File: config.mk
export PLATFORM = sky130hd
export DESIGN_NAME = imsic_msi_sequencer
export DESIGN_NICKNAME = d
export VERILOG_FILES = /design/src/rtl/imsic_msi_sequencer.sv
export SDC_FILE = /design/constraint.sdc
export NUM_CORES = 1
export LEC_CHECK = 0
export CAP_MARGIN = 5
export CORE_AREA = 2 2 99 101
export CTS_CLUSTER_DIAMETER = 30
export DETAILED_ROUTE_END_ITERATION = 16
export DIE_AREA = 0 0 101 103
export PLACE_DENSITY_LB_ADDON = 0.25
export SYNTH_ARGS = -nofsm -noshare
export SYNTH_HDL_FRONTEND = slang
export SYNTH_SLANG_ARGS = --single-unit
File: constraint.sdc
create_clock -name i_clk -period 3.4 [get_ports i_clk]
set_clock_uncertainty 0.1 [all_clocks]
set_input_delay 0.68 -clock i_clk [delete_from_list [all_inputs] [get_ports i_clk]]
set_output_delay 0.68 -clock i_clk [all_outputs]
set_load 0.02 [all_outputs]
File: src/rtl/imsic_msi_sequencer.sv
// -----------------------------------------------------------------------------
// imsic_msi_sequencer
//
// Collects MSI set-pending requests (target IMSIC, interrupt file, EIID) from
// NR_REQ requesters, picks one per cycle round-robin, buffers it in a small
// FIFO and issues each entry as a single write through the island's AXI-lite
// write master. The write address is the seteipnum_le register of the target
// file: BASE_ADDR + imsic*IMSIC_STRIDE + file*FILE_STRIDE. The write data is
// the zero-extended EIID.
//
// Optional feature macro: IMSIC_MSI_SEQ_TIMEOUT_EN
//   defined   -> watchdog aborts a write that stalls TIMEOUT_CYCLES cycles in
//                the busy handshake; o_timeout pulses and the entry is dropped.
//   undefined -> the sequencer waits on the write master indefinitely and
//                o_timeout is tied low.
//
// Ports
//   i_clk, i_rst      clock, synchronous active-high reset
//   i_req_valid       per-requester request valid
//   o_req_ready       per-requester accept (one-hot or zero, combinational)
//   i_req_imsic       per-requester target IMSIC index
//   i_req_file        per-requester target interrupt file
//   i_req_eiid        per-requester interrupt identity
//   o_wr_start        one-cycle start pulse to the write master
//   o_wr_addr         write address, held from start until the write is done
//   o_wr_data         zero-extended EIID, held like o_wr_addr
//   i_wr_busy         write master busy indication
//   o_busy            FIFO non-empty or a write in progress
//   o_drop            pulse: an accepted request was discarded (EIID 0 or
//                     target outside the configured IMSIC/file range)
//   o_timeout         pulse: watchdog abort of the current write
// -----------------------------------------------------------------------------
module imsic_msi_sequencer #(
    parameter int unsigned NR_REQ         = 4,
    parameter int unsigned NR_IMSICS      = 1,
    parameter int unsigned NR_INTP_FILES  = 2,
    parameter int unsigned NR_SRC         = 30,
    parameter int unsigned FIFO_DEPTH     = 4,
    parameter int unsigned AXI_ADDR_WIDTH = 64,
    parameter int unsigned AXI_DATA_WIDTH = 64,
    parameter logic [63:0] BASE_ADDR      = 64'h0000_0000_2400_0000,
    parameter logic [63:0] IMSIC_STRIDE   = 64'h0000_0000_0000_8000,
    parameter logic [63:0] FILE_STRIDE    = 64'h0000_0000_0000_1000,
`ifdef IMSIC_MSI_SEQ_TIMEOUT_EN
    parameter int unsigned TIMEOUT_CYCLES = 256,
`endif
    localparam int unsigned NR_SRC_LEN = $clog2(NR_SRC),
    localparam int unsigned IMSIC_W    = (NR_IMSICS > 32'd1) ? $clog2(NR_IMSICS) : 32'd1,
    localparam int unsigned FILE_W     = (NR_INTP_FILES > 32'd1) ? $clog2(NR_INTP_FILES) : 32'd1
) (
    input  logic                                 i_clk,
    input  logic                                 i_rst,
    input  logic [NR_REQ-1:0]                    i_req_valid,
    output logic [NR_REQ-1:0]                    o_req_ready,
    input  logic [NR_REQ-1:0][IMSIC_W-1:0]       i_req_imsic,
    input  logic [NR_REQ-1:0][FILE_W-1:0]        i_req_file,
    input  logic [NR_REQ-1:0][NR_SRC_LEN-1:0]    i_req_eiid,
    output logic                                 o_wr_start,
    output logic [AXI_ADDR_WIDTH-1:0]            o_wr_addr,
    output logic [AXI_DATA_WIDTH-1:0]            o_wr_data,
    input  logic                                 i_wr_busy,
    output logic                                 o_busy,
    output logic                                 o_drop,
    output logic                                 o_timeout
);

    localparam int unsigned PTR_W   = (NR_REQ > 32'd1) ? $clog2(NR_REQ) : 32'd1;
    localparam int unsigned FIFO_AW = $clog2(FIFO_DEPTH);
    localparam int unsigned CNT_W   = FIFO_AW + 32'd1;

    typedef enum logic [1:0] {
        ST_IDLE    = 2'd0,
        ST_START   = 2'd1,
        ST_WAIT_HI = 2'd2,
        ST_WAIT_LO = 2'd3
    } state_e;

    // Arbitration / FIFO state
    logic [PTR_W-1:0]          rr_ptr_q, rr_ptr_d;
    logic [FIFO_AW-1:0]        wr_ptr_q, rd_ptr_q;
    logic [CNT_W-1:0]          count_q, count_d;
    logic [AXI_ADDR_WIDTH-1:0] fifo_addr_q [FIFO_DEPTH];
    logic [NR_SRC_LEN-1:0]     fifo_eiid_q [FIFO_DEPTH];
    logic                      drop_q;

    // Write sequencing state
    state_e                    state_q;
    logic                      wr_start_q;
    logic [AXI_ADDR_WIDTH-1:0] wr_addr_q;
    logic [AXI_DATA_WIDTH-1:0] wr_data_q;

    // Combinational helpers
    logic                      grant_vld_s;
    logic [PTR_W-1:0]          grant_idx_s;
    logic [PTR_W-1:0]          cand_s;
    logic [NR_REQ-1:0]         ready_s;
    logic                      full_s, accept_s, invalid_s, push_s, pop_s;
    logic [IMSIC_W-1:0]        sel_imsic_s;
    logic [FILE_W-1:0]         sel_file_s;
    logic [NR_SRC_LEN-1:0]     sel_eiid_s;
    logic [AXI_ADDR_WIDTH-1:0] addr_s;

    // Round-robin search: first valid requester at or after the pointer.
    always_comb begin
        grant_vld_s = 1'b0;
        grant_idx_s = '0;
        cand_s      = '0;
        for (int i = 0; i < int'(NR_REQ); i++) begin
            cand_s = PTR_W'((int'(rr_ptr_q) + i) % int'(NR_REQ));
            if (!grant_vld_s && i_req_valid[cand_s]) begin
                grant_vld_s = 1'b1;
                grant_idx_s = cand_s;
            end else begin
                grant_vld_s = grant_vld_s;
            end
        end
    end

    // Accept/drop decision, address formation and FIFO next-state.
    always_comb begin
        // Fullness is judged on the registered count only, so a pop in the
        // same cycle never opens a slot for a new grant.
        full_s      = (count_q == CNT_W'(FIFO_DEPTH));
        accept_s    = grant_vld_s && !full_s;
        ready_s     = '0;
        if (accept_s) begin
            ready_s[grant_idx_s] = 1'b1;
        end else begin
            ready_s = '0;
        end
        sel_imsic_s = i_req_imsic[grant_idx_s];
        sel_file_s  = i_req_file[grant_idx_s];
        sel_eiid_s  = i_req_eiid[grant_idx_s];
        invalid_s   = (sel_eiid_s == '0)
                   || (32'(sel_imsic_s) >= NR_IMSICS)
                   || (32'(sel_file_s) >= NR_INTP_FILES);
        push_s      = accept_s && !invalid_s;
        pop_s       = (state_q == ST_IDLE) && (count_q != '0);
        addr_s      = AXI_ADDR_WIDTH'(BASE_ADDR)
                    + AXI_ADDR_WIDTH'(sel_imsic_s) * AXI_ADDR_WIDTH'(IMSIC_STRIDE)
                    + AXI_ADDR_WIDTH'(sel_file_s) * AXI_ADDR_WIDTH'(FILE_STRIDE);
        case ({push_s, pop_s})
            2'b10:   count_d = count_q + CNT_W'(1'b1);
            2'b01:   count_d = count_q - CNT_W'(1'b1);
            default: count_d = count_q;
        endcase
        if (accept_s) begin
            rr_ptr_d = PTR_W'((int'(grant_idx_s) + 1) % int'(NR_REQ));
        end else begin
            rr_ptr_d = rr_ptr_q;
        end
    end

    // Request FIFO, round-robin pointer and drop pulse.
    always_ff @(posedge i_clk) begin
        if (i_rst) begin
            rr_ptr_q <= '0;
            wr_ptr_q <= '0;
            rd_ptr_q <= '0;
            count_q  <= '0;
            drop_q   <= 1'b0;
        end else begin
            if (push_s) begin
                fifo_addr_q[wr_ptr_q] <= addr_s;
                fifo_eiid_q[wr_ptr_q] <= sel_eiid_s;
                wr_ptr_q              <= wr_ptr_q + FIFO_AW'(1'b1);
            end
            if (pop_s) begin
                rd_ptr_q <= rd_ptr_q + FIFO_AW'(1'b1);
            end
            count_q  <= count_d;
            rr_ptr_q <= rr_ptr_d;
            drop_q   <= accept_s && invalid_s;
        end
    end

`ifdef IMSIC_MSI_SEQ_TIMEOUT_EN
    localparam int unsigned TMO_W = $clog2(TIMEOUT_CYCLES) + 32'd1;
    logic [TMO_W-1:0] tmo_cnt_q;
    logic             timeout_q;
`endif

    // Write sequencer FSM with registered start/address/data outputs.
    always_ff @(posedge i_clk) begin
        if (i_rst) begin
            state_q    <= ST_IDLE;
            wr_start_q <= 1'b0;
            wr_addr_q  <= '0;
            wr_data_q  <= '0;
`ifdef IMSIC_MSI_SEQ_TIMEOUT_EN
            tmo_cnt_q  <= '0;
            timeout_q  <= 1'b0;
`endif
        end else begin
            wr_start_q <= 1'b0;
`ifdef IMSIC_MSI_SEQ_TIMEOUT_EN
            timeout_q  <= 1'b0;
`endif
            case (state_q)
                ST_IDLE: begin
                    if (pop_s) begin
                        wr_addr_q  <= fifo_addr_q[rd_ptr_q];
                        wr_data_q  <= AXI_DATA_WIDTH'(fifo_eiid_q[rd_ptr_q]);
                        wr_start_q <= 1'b1;
                        state_q    <= ST_START;
                    end
                end
                ST_START: begin
                    state_q <= ST_WAIT_HI;
`ifdef IMSIC_MSI_SEQ_TIMEOUT_EN
                    tmo_cnt_q <= '0;
`endif
                end
                ST_WAIT_HI: begin
                    if (i_wr_busy) begin
                        state_q <= ST_WAIT_LO;
`ifdef IMSIC_MSI_SEQ_TIMEOUT_EN
                        tmo_cnt_q <= '0;
                    end else if (tmo_cnt_q == TMO_W'(TIMEOUT_CYCLES - 32'd1)) begin
                        state_q   <= ST_IDLE;
                        timeout_q <= 1'b1;
                    end else begin
                        tmo_cnt_q <= tmo_cnt_q + TMO_W'(1'b1);
`endif
                    end
                end
                ST_WAIT_LO: begin
                    if (!i_wr_busy) begin
                        state_q <= ST_IDLE;
`ifdef IMSIC_MSI_SEQ_TIMEOUT_EN
                    end else if (tmo_cnt_q == TMO_W'(TIMEOUT_CYCLES - 32'd1)) begin
                        state_q   <= ST_IDLE;
                        timeout_q <= 1'b1;
                    end else begin
                        tmo_cnt_q <= tmo_cnt_q + TMO_W'(1'b1);
`endif
                    end
                end
                default: begin
                    state_q <= ST_IDLE;
                end
            endcase
        end
    end

    assign o_req_ready = ready_s;
    assign o_wr_start  = wr_start_q;
    assign o_wr_addr   = wr_addr_q;
    assign o_wr_data   = wr_data_q;
    assign o_busy      = (count_q != '0) || (state_q != ST_IDLE);
    assign o_drop      = drop_q;
`ifdef IMSIC_MSI_SEQ_TIMEOUT_EN
    assign o_timeout   = timeout_q;
`else
    assign o_timeout   = 1'b0;
`endif

endmodule

Yosys cells after proc, flatten, opt, wreduce, memory -nomap -nowiden
Memories as Yosys holds them, arrays and structs flattened. A register that Yosys moved wholly into a read port is not among the register bits.
Cells that the tools add are included.
- memory bits (writable): 148
- logic and storage cells: 94
- memories kept: 2
- output and inout bits: 136
- register bits after elaboration: 77
- memories (memory ; words ; bits a word ; rd ports ; clocked after Yosys merged registers in ; wr ports ; RTL line ; source):
    fifo_addr_q ; 4 ; 32 ; 1 ; 1 ; 1 ; 82 ; logic [AXI_ADDR_WIDTH-1:0] fifo_addr_q [FIFO_DEPTH];
    fifo_eiid_q ; 4 ; 5 ; 1 ; 1 ; 1 ; 83 ; logic [NR_SRC_LEN-1:0] fifo_eiid_q [FIFO_DEPTH];
- bitwise gates (word level): 1
- eq/ne operators: 9
- $lt $le $gt $ge: 7
- reductions and logical operators: 23
- add/subtract/negate cells: 10
- muxes and demuxes: 34
- operators by type and width (kind ; count):
    31-bit by 13-bit adder with 32-bit output ; 1
    30-bit by 16-bit adder with 31-bit output, first input constant ; 1
    2-bit by 3-bit < comparator with 1-bit output, second input constant ; 5
    1-bit 2-to-1 mux ; 15
    2-bit 2-to-1 mux ; 7
    1-bit binary-select mux with 2-bit select ; 6
    5-bit binary-select mux with 2-bit select ; 1
    2-bit by 1-bit adder with 2-bit output, second input constant ; 4
    1-bit logical AND ; 8
    2-bit case mux with 4 select lines ; 1
    2-bit == test, second input constant ; 3
    2-bit inequality test, second input constant ; 3
    3-bit case mux with 2 select lines ; 1
    1-bit logical NOT ; 5
    5-bit logical NOT ; 1
    5-bit 2-to-1 mux ; 1
    2-bit adder, second input constant ; 2
    2-bit by 1-bit == test with 1-bit output, second input constant ; 2
    4-bit 2-to-1 mux ; 1
    2-bit nonzero test ; 2
    3-bit by 1-bit adder with 3-bit output, second input constant ; 1
    3-bit == test, second input constant ; 1
    3-bit AND reduction ; 1
    3-bit nonzero test ; 1
    other kinds (9) ; 10

Longest topological paths before layout
Gate-level depths: netlist of run 1.
- depth after elaboration: 21
- gate-level depth with buffers: 14

Worst setup path after synthesis of run 1
No wires, ideal clock.
- kind: input port to flip-flop
- start: input port i_req_valid[0]
- end: register count_q[2]
- cell stages on the path: 14
- path buffers: 1
- slack: 50 ps
- arrival: 3180 ps
- path through: and2_4 and2_1 nor3_2 buf_6 nand3_1 a222oi_1 a21oi_2 inv_1 ha_1 inv_1 fa_1 xor2_1 or3_1 a21oi_1
- cells in the longest elaborated chain, start to end: 20
- ends and longest elaborated chain (what ; RTL line ; source):
    start, declared ; 53 ; input logic [NR_REQ-1:0] i_req_valid,
    1-bit binary-select mux with 2-bit select ; 110 ; if (!grant_vld_s && i_req_valid[cand_s]) begin
    1-bit 2-to-1 mux (implied by the code) ; 110 ;
    1-bit 2-to-1 mux ; 110 ;
    1-bit logical NOT ; 110 ;
    1-bit logical AND ; 110 ;
    1-bit 2-to-1 mux ; 110 ;
    1-bit logical NOT ; 110 ;
    1-bit logical AND ; 110 ;
    (+4 left out) ; -- ;
    5-bit binary-select mux with 2-bit select or 1-bit binary-select mux with 2-bit select (tied branches) ; 133, 131 ;
    5-bit 2-to-1 mux (implied by the code) or 1-bit 2-to-1 mux (tied branches) ; 133, 131 ;
    5-bit logical NOT or 1-bit >= comparator (tied branches) ; 134, 135 ;
    1-bit logical OR ; 135 ; || (32'(sel_imsic_s) >= NR_IMSICS)
    1-bit logical NOT ; 137 ; push_s = accept_s && !invalid_s;
    1-bit logical AND (*) ; 137 ;
    2-bit by 1-bit == test with 1-bit output or 2-bit == test (tied branches) ; 142 ; case ({push_s, pop_s})
    3-bit case mux with 2 select lines or 2-bit nonzero test (tied branches) ; -- ;
    end signal, assigned ; 171 ; count_q <= count_d;
    end, declared ; 81 ; logic [CNT_W-1:0] count_q, count_d;
Mark *: on every way between the ends. The rest lies on a longest branch, timed or not. The select of a mux whose other input is x is not followed.
A chain may end at the register's enable or synchronous reset.

Worst setup path after layout of run 1
Ends and elaborated chain as after synthesis.

==> results.tsv, run 1 <==
metric	value	unit
Area contributors post-synth	buf_4 27%, edfxtp_1 25%, dfxtp_1 12%, ha_1 4.8%, mux4_2 4.6%	
slowest stage cell, crit path	or3_1	
post-place instance area	3770	um2
nets	484	
Die H	103	um
Overflow after GRT	0	
CP Data Arrival Time	3.44	ns
Main synth FF type	edfxtp_1	
share of the synthesized area in the top cell type	26.90	%
Internal Power	1.609	mW
Core Rows	36	
VDD IR max	0.0002681	V
FF-to-FF path depth	15	
PD cells	679.1	nW/um2
num ports	171	
Starting Density	35.99	%
Port-buffer cells	50	
CTS max path bufs	2	
latest clock arrival within the worst-skew pair	0.30	ns
max incr delay on CP	0.39	ns
CORE AREA	9459	um2
Final setup viols	0	
#FFs+latches synth	49	
switching portion of total power	40.58	%
layout cell share with drive strength beyond 1	18.12	%
Critical Path Sink Type	flip-flop	
Avg Inst Size Synth	9.563	um2
sequential area share after synthesis	37.05	%
Post-synth EDFFs	28	
antenna violations before repair	0	
largest net degree at the start of global routing	24	
Logic pwr share	53.5	%
Max Freq	302.9	MHz
fin crit share	97.09	%
part of the power in registers	33.6	%
Cells after Synth	356	
clock sinks	49	
DR WL/cell	11.02	um
Worst slew margin	62.00	%
Netlist Area Pre-Place	3405	um2
vias per inst	4.115	
distinct cell type count after synthesis	43	
initial DRC count	79	
HP Class	reg -> reg	
DR vias	2263	
Slew Limit Fails	0	
static leakage	1.748	nW
Max-Cap Viols	0	
fill cell count	960	
Final Cell Area	3988	um2
buffers and inverters on the worst path	4	
Total Wirelength	6063	um
FF-to-FF End	count_q[2]	
Pre-antenna DRT Iters	4	
R2R Setup Slk	0.19	ns
DPL Wire Length	4815	um
Critical path origin	i_req_valid[0]	
first-pass GRT wire length	9225	um
leading area contributor after synthesis	buf_4	
ANT cells	0	
CP Cell Sequence	buf_4 > and2_4 > and2_4 > nor3_4 > nand3_2 > a222oi_1 > buf_4 > a21oi_2 > inv_1 > ha_2 > inv_2 > fa_2 > xor2_2 > or3_1 > a21oi_2	
H-tree depth	2	
Final min period	3.301	ns
Fin. Hold Viols	0	
Setup crit start kind	primary input	
Sw Pwr	1.099	mW
hold path cells	2	
die width	101	um
CTS tree	done	
reg2reg start	rr_ptr_q[1]	
Hold Crit Start	o_wr_data[4]	
area delta synth->final	17.13	%
RD Place Congestion	0.8553	
GRT Total Usage	11.35	%
synthesis warning total	0	
clock network power share	12.9	%
crit path max fanout	6	
root buffer cell	clkbuf_8	
hold_buf cts	0	
Hold EP	o_wr_data[4]	
total CTS buffers	5	
Antenna Nets Post-Route	0	
kind of critical path	in -> reg	
clock-pin slew on the worst setup and hold paths	0.09	ns
CP Data Required Time	3.54	ns
asr flop ratio synth	0	%
die area	10400	um2
vias in the first global route	1965	
status	complete, no violations	
Worst path top cell family by delay	simple AND/OR/NAND/NOR gates	
worst slew pin tran	0.5693	ns
hold_ws	0.3586	ns
DR DRC count	0	
## logic make-up (layout without fill, tap and decap cells)
logic type | Yosys count | after routing | share of synthesized area, %
fa+ha+maj | 14 | 14 | 5.366
xor+xnor | 4 | 4 | 1.029
other cells | 1 | 120 | 0.1101
buf+inv | 151 | 112 | 30.58
compound gates | 42 | 42 | 7.644
simple gates | 82 | 82 | 11.69
mux | 13 | 13 | 6.542
flops | 49 | 49 | 37.05
## registers in the layout, summed over array words and instances, names as in the netlist
| signal | flops |
|---|---|
| count_q | 3 |
| rr_ptr_q | 2 |
| state_q | 2 |
| fifo_eiid_q | 20 |
| rd_ptr_q | 2 |
| o_drop | 1 |
| wr_ptr_q | 2 |
| o_wr_start | 1 |
| o_wr_data | 5 |
| o_wr_addr | 3 |
| fifo_addr_q | 8 |
## worst register-to-register path: cells and delay by family (launching register included)
| family | cells | cell delay, ns |
|---|---|---|
| AND/OR/NAND/NOR | 4 | 0.72 |
| buffers and inverters | 4 | 0.52 |
| flip-flops | 1 | 0.39 |
| XOR/XNOR | 1 | 0.19 |
| adder cells (fa/ha/maj) | 2 | 0.55 |
| AO/OA/AOI/OAI | 4 | 0.70 |
## power groups by stage
stage / Clock [mW] / Sequential (mW) / Combinational [mW]
floorplan: 0 / 0.946 / 0.946
finish: 0.350 / 0.909 / 1.45
CTS: 0.361 / 0.912 / 1.43
global route: 0.388 / 0.931 / 1.60
detailed placement: 0 / 0.924 / 1.38
global placement: 0 / 0.921 / 1.36
## timing repair
item / CTS / global route
resized for setup: 21 / 27
pin swaps: 4 / 10
hold endpoints to repair: 0 / 0
setup endpoints to repair: 6 / 4
setup buffers: 4 / 0
## metal layers
layer  vias up  share of wire [%]  track usage, %
met1      1060                 43           14.15
met2        93                 50           19.54
li1       1102                  -               -
met4         0               0.73           2.599
met5         -                  0               0
met3         8                6.6           3.322
## placed cells by master (no fill, tap or decap), drive strengths merged, types with 2 or more instances in the layout
| cell | instances |
|---|---|
| and2 | 8 |
| clkdlybuf4s15 | 2 |
| mux4 | 7 |
| a21boi | 2 |
| o21ai | 12 |
| nor3 | 6 |
| a21oi | 14 |
| a211oi | 4 |
| nor2b | 2 |
| buf | 38 |
| nand3 | 20 |
| inv | 20 |
| a31oi | 2 |
| ha | 13 |
| nor2 | 17 |
| xor2 | 3 |
| nand2b | 7 |
| edfxtp | 28 |
| dfxtp | 21 |
| clkdlybuf4s50 | 42 |
| nand2 | 19 |
| mux2i | 5 |
| clkbuf | 6 |
| dlygate4sd2 | 2 |
| conb | 120 |
## per-stage QoR
step           setup TNS (ns)  worst slack [ns]  power, mW  instances  utilization (%)
2_1_floorplan               0           0.04993      1.892        475                -
3_3_place_gp           -8.111           -0.6707      2.284        538            39.85
3_5_place_dp           -10.64           -0.7333      2.301        538            39.85
4_1_cts                     0          0.006535      2.702        550            41.75
5_1_grt             -0.009223         -0.009223      2.923        550            42.16
6_report                    0           0.09878      2.708        550            42.16
## cell usage after synthesis (all sizes together), types with 2 or more instances
master,n
mux4,7
a31oi,2
buf,126
a211oi,4
a21boi,2
nand3,20
dfxtp,21
nor2b,2
nor2,17
clkbuf,6
a21oi,14
mux2i,5
nand2b,7
xor2,3
nor3,6
ha,13
inv,19
and2,8
nand2,19
edfxtp,28
o21ai,12
## how the worst max path moves through the flow
| stage | endpoint | cells past startpoint | slack, ns |
|---|---|---|---|
| 2_1_floorplan | count_q[2] | 14 | 0.05 |
| 3_3_place_gp | count_q[2] | 15 | -0.67 |
| 3_5_place_dp | count_q[2] | 14 | -0.73 |
| 4_1_cts | count_q[2] | 16 | 0.007 |
| 5_1_grt | count_q[2] | 16 | -0.009 |
| 6_report | count_q[2] | 15 | 0.1 |
## cell type report
cell class | instances | area, um2 | share of cell area (%)
Sequential cell | 49 | 1262 | 31.66
Inverter | 19 | 71.32 | 1.789
Clock inverter | 3 | 25.02 | 0.6276
Timing Repair Buffer | 85 | 774.5 | 19.42
Tap cell | 114 | 142.6 | 3.577
Multi-Input combinational cell | 275 | 1643 | 41.20
Clock buffer | 5 | 68.82 | 1.726
Note: power is estimated with default switching activity, not from simulation.
==> run 2, diff against run 1 <==
SLEW_MARGIN = 10   (was unset)
==> results of run 2 <==
The final DEF is identical to that of run 1; final timing and power are the same.
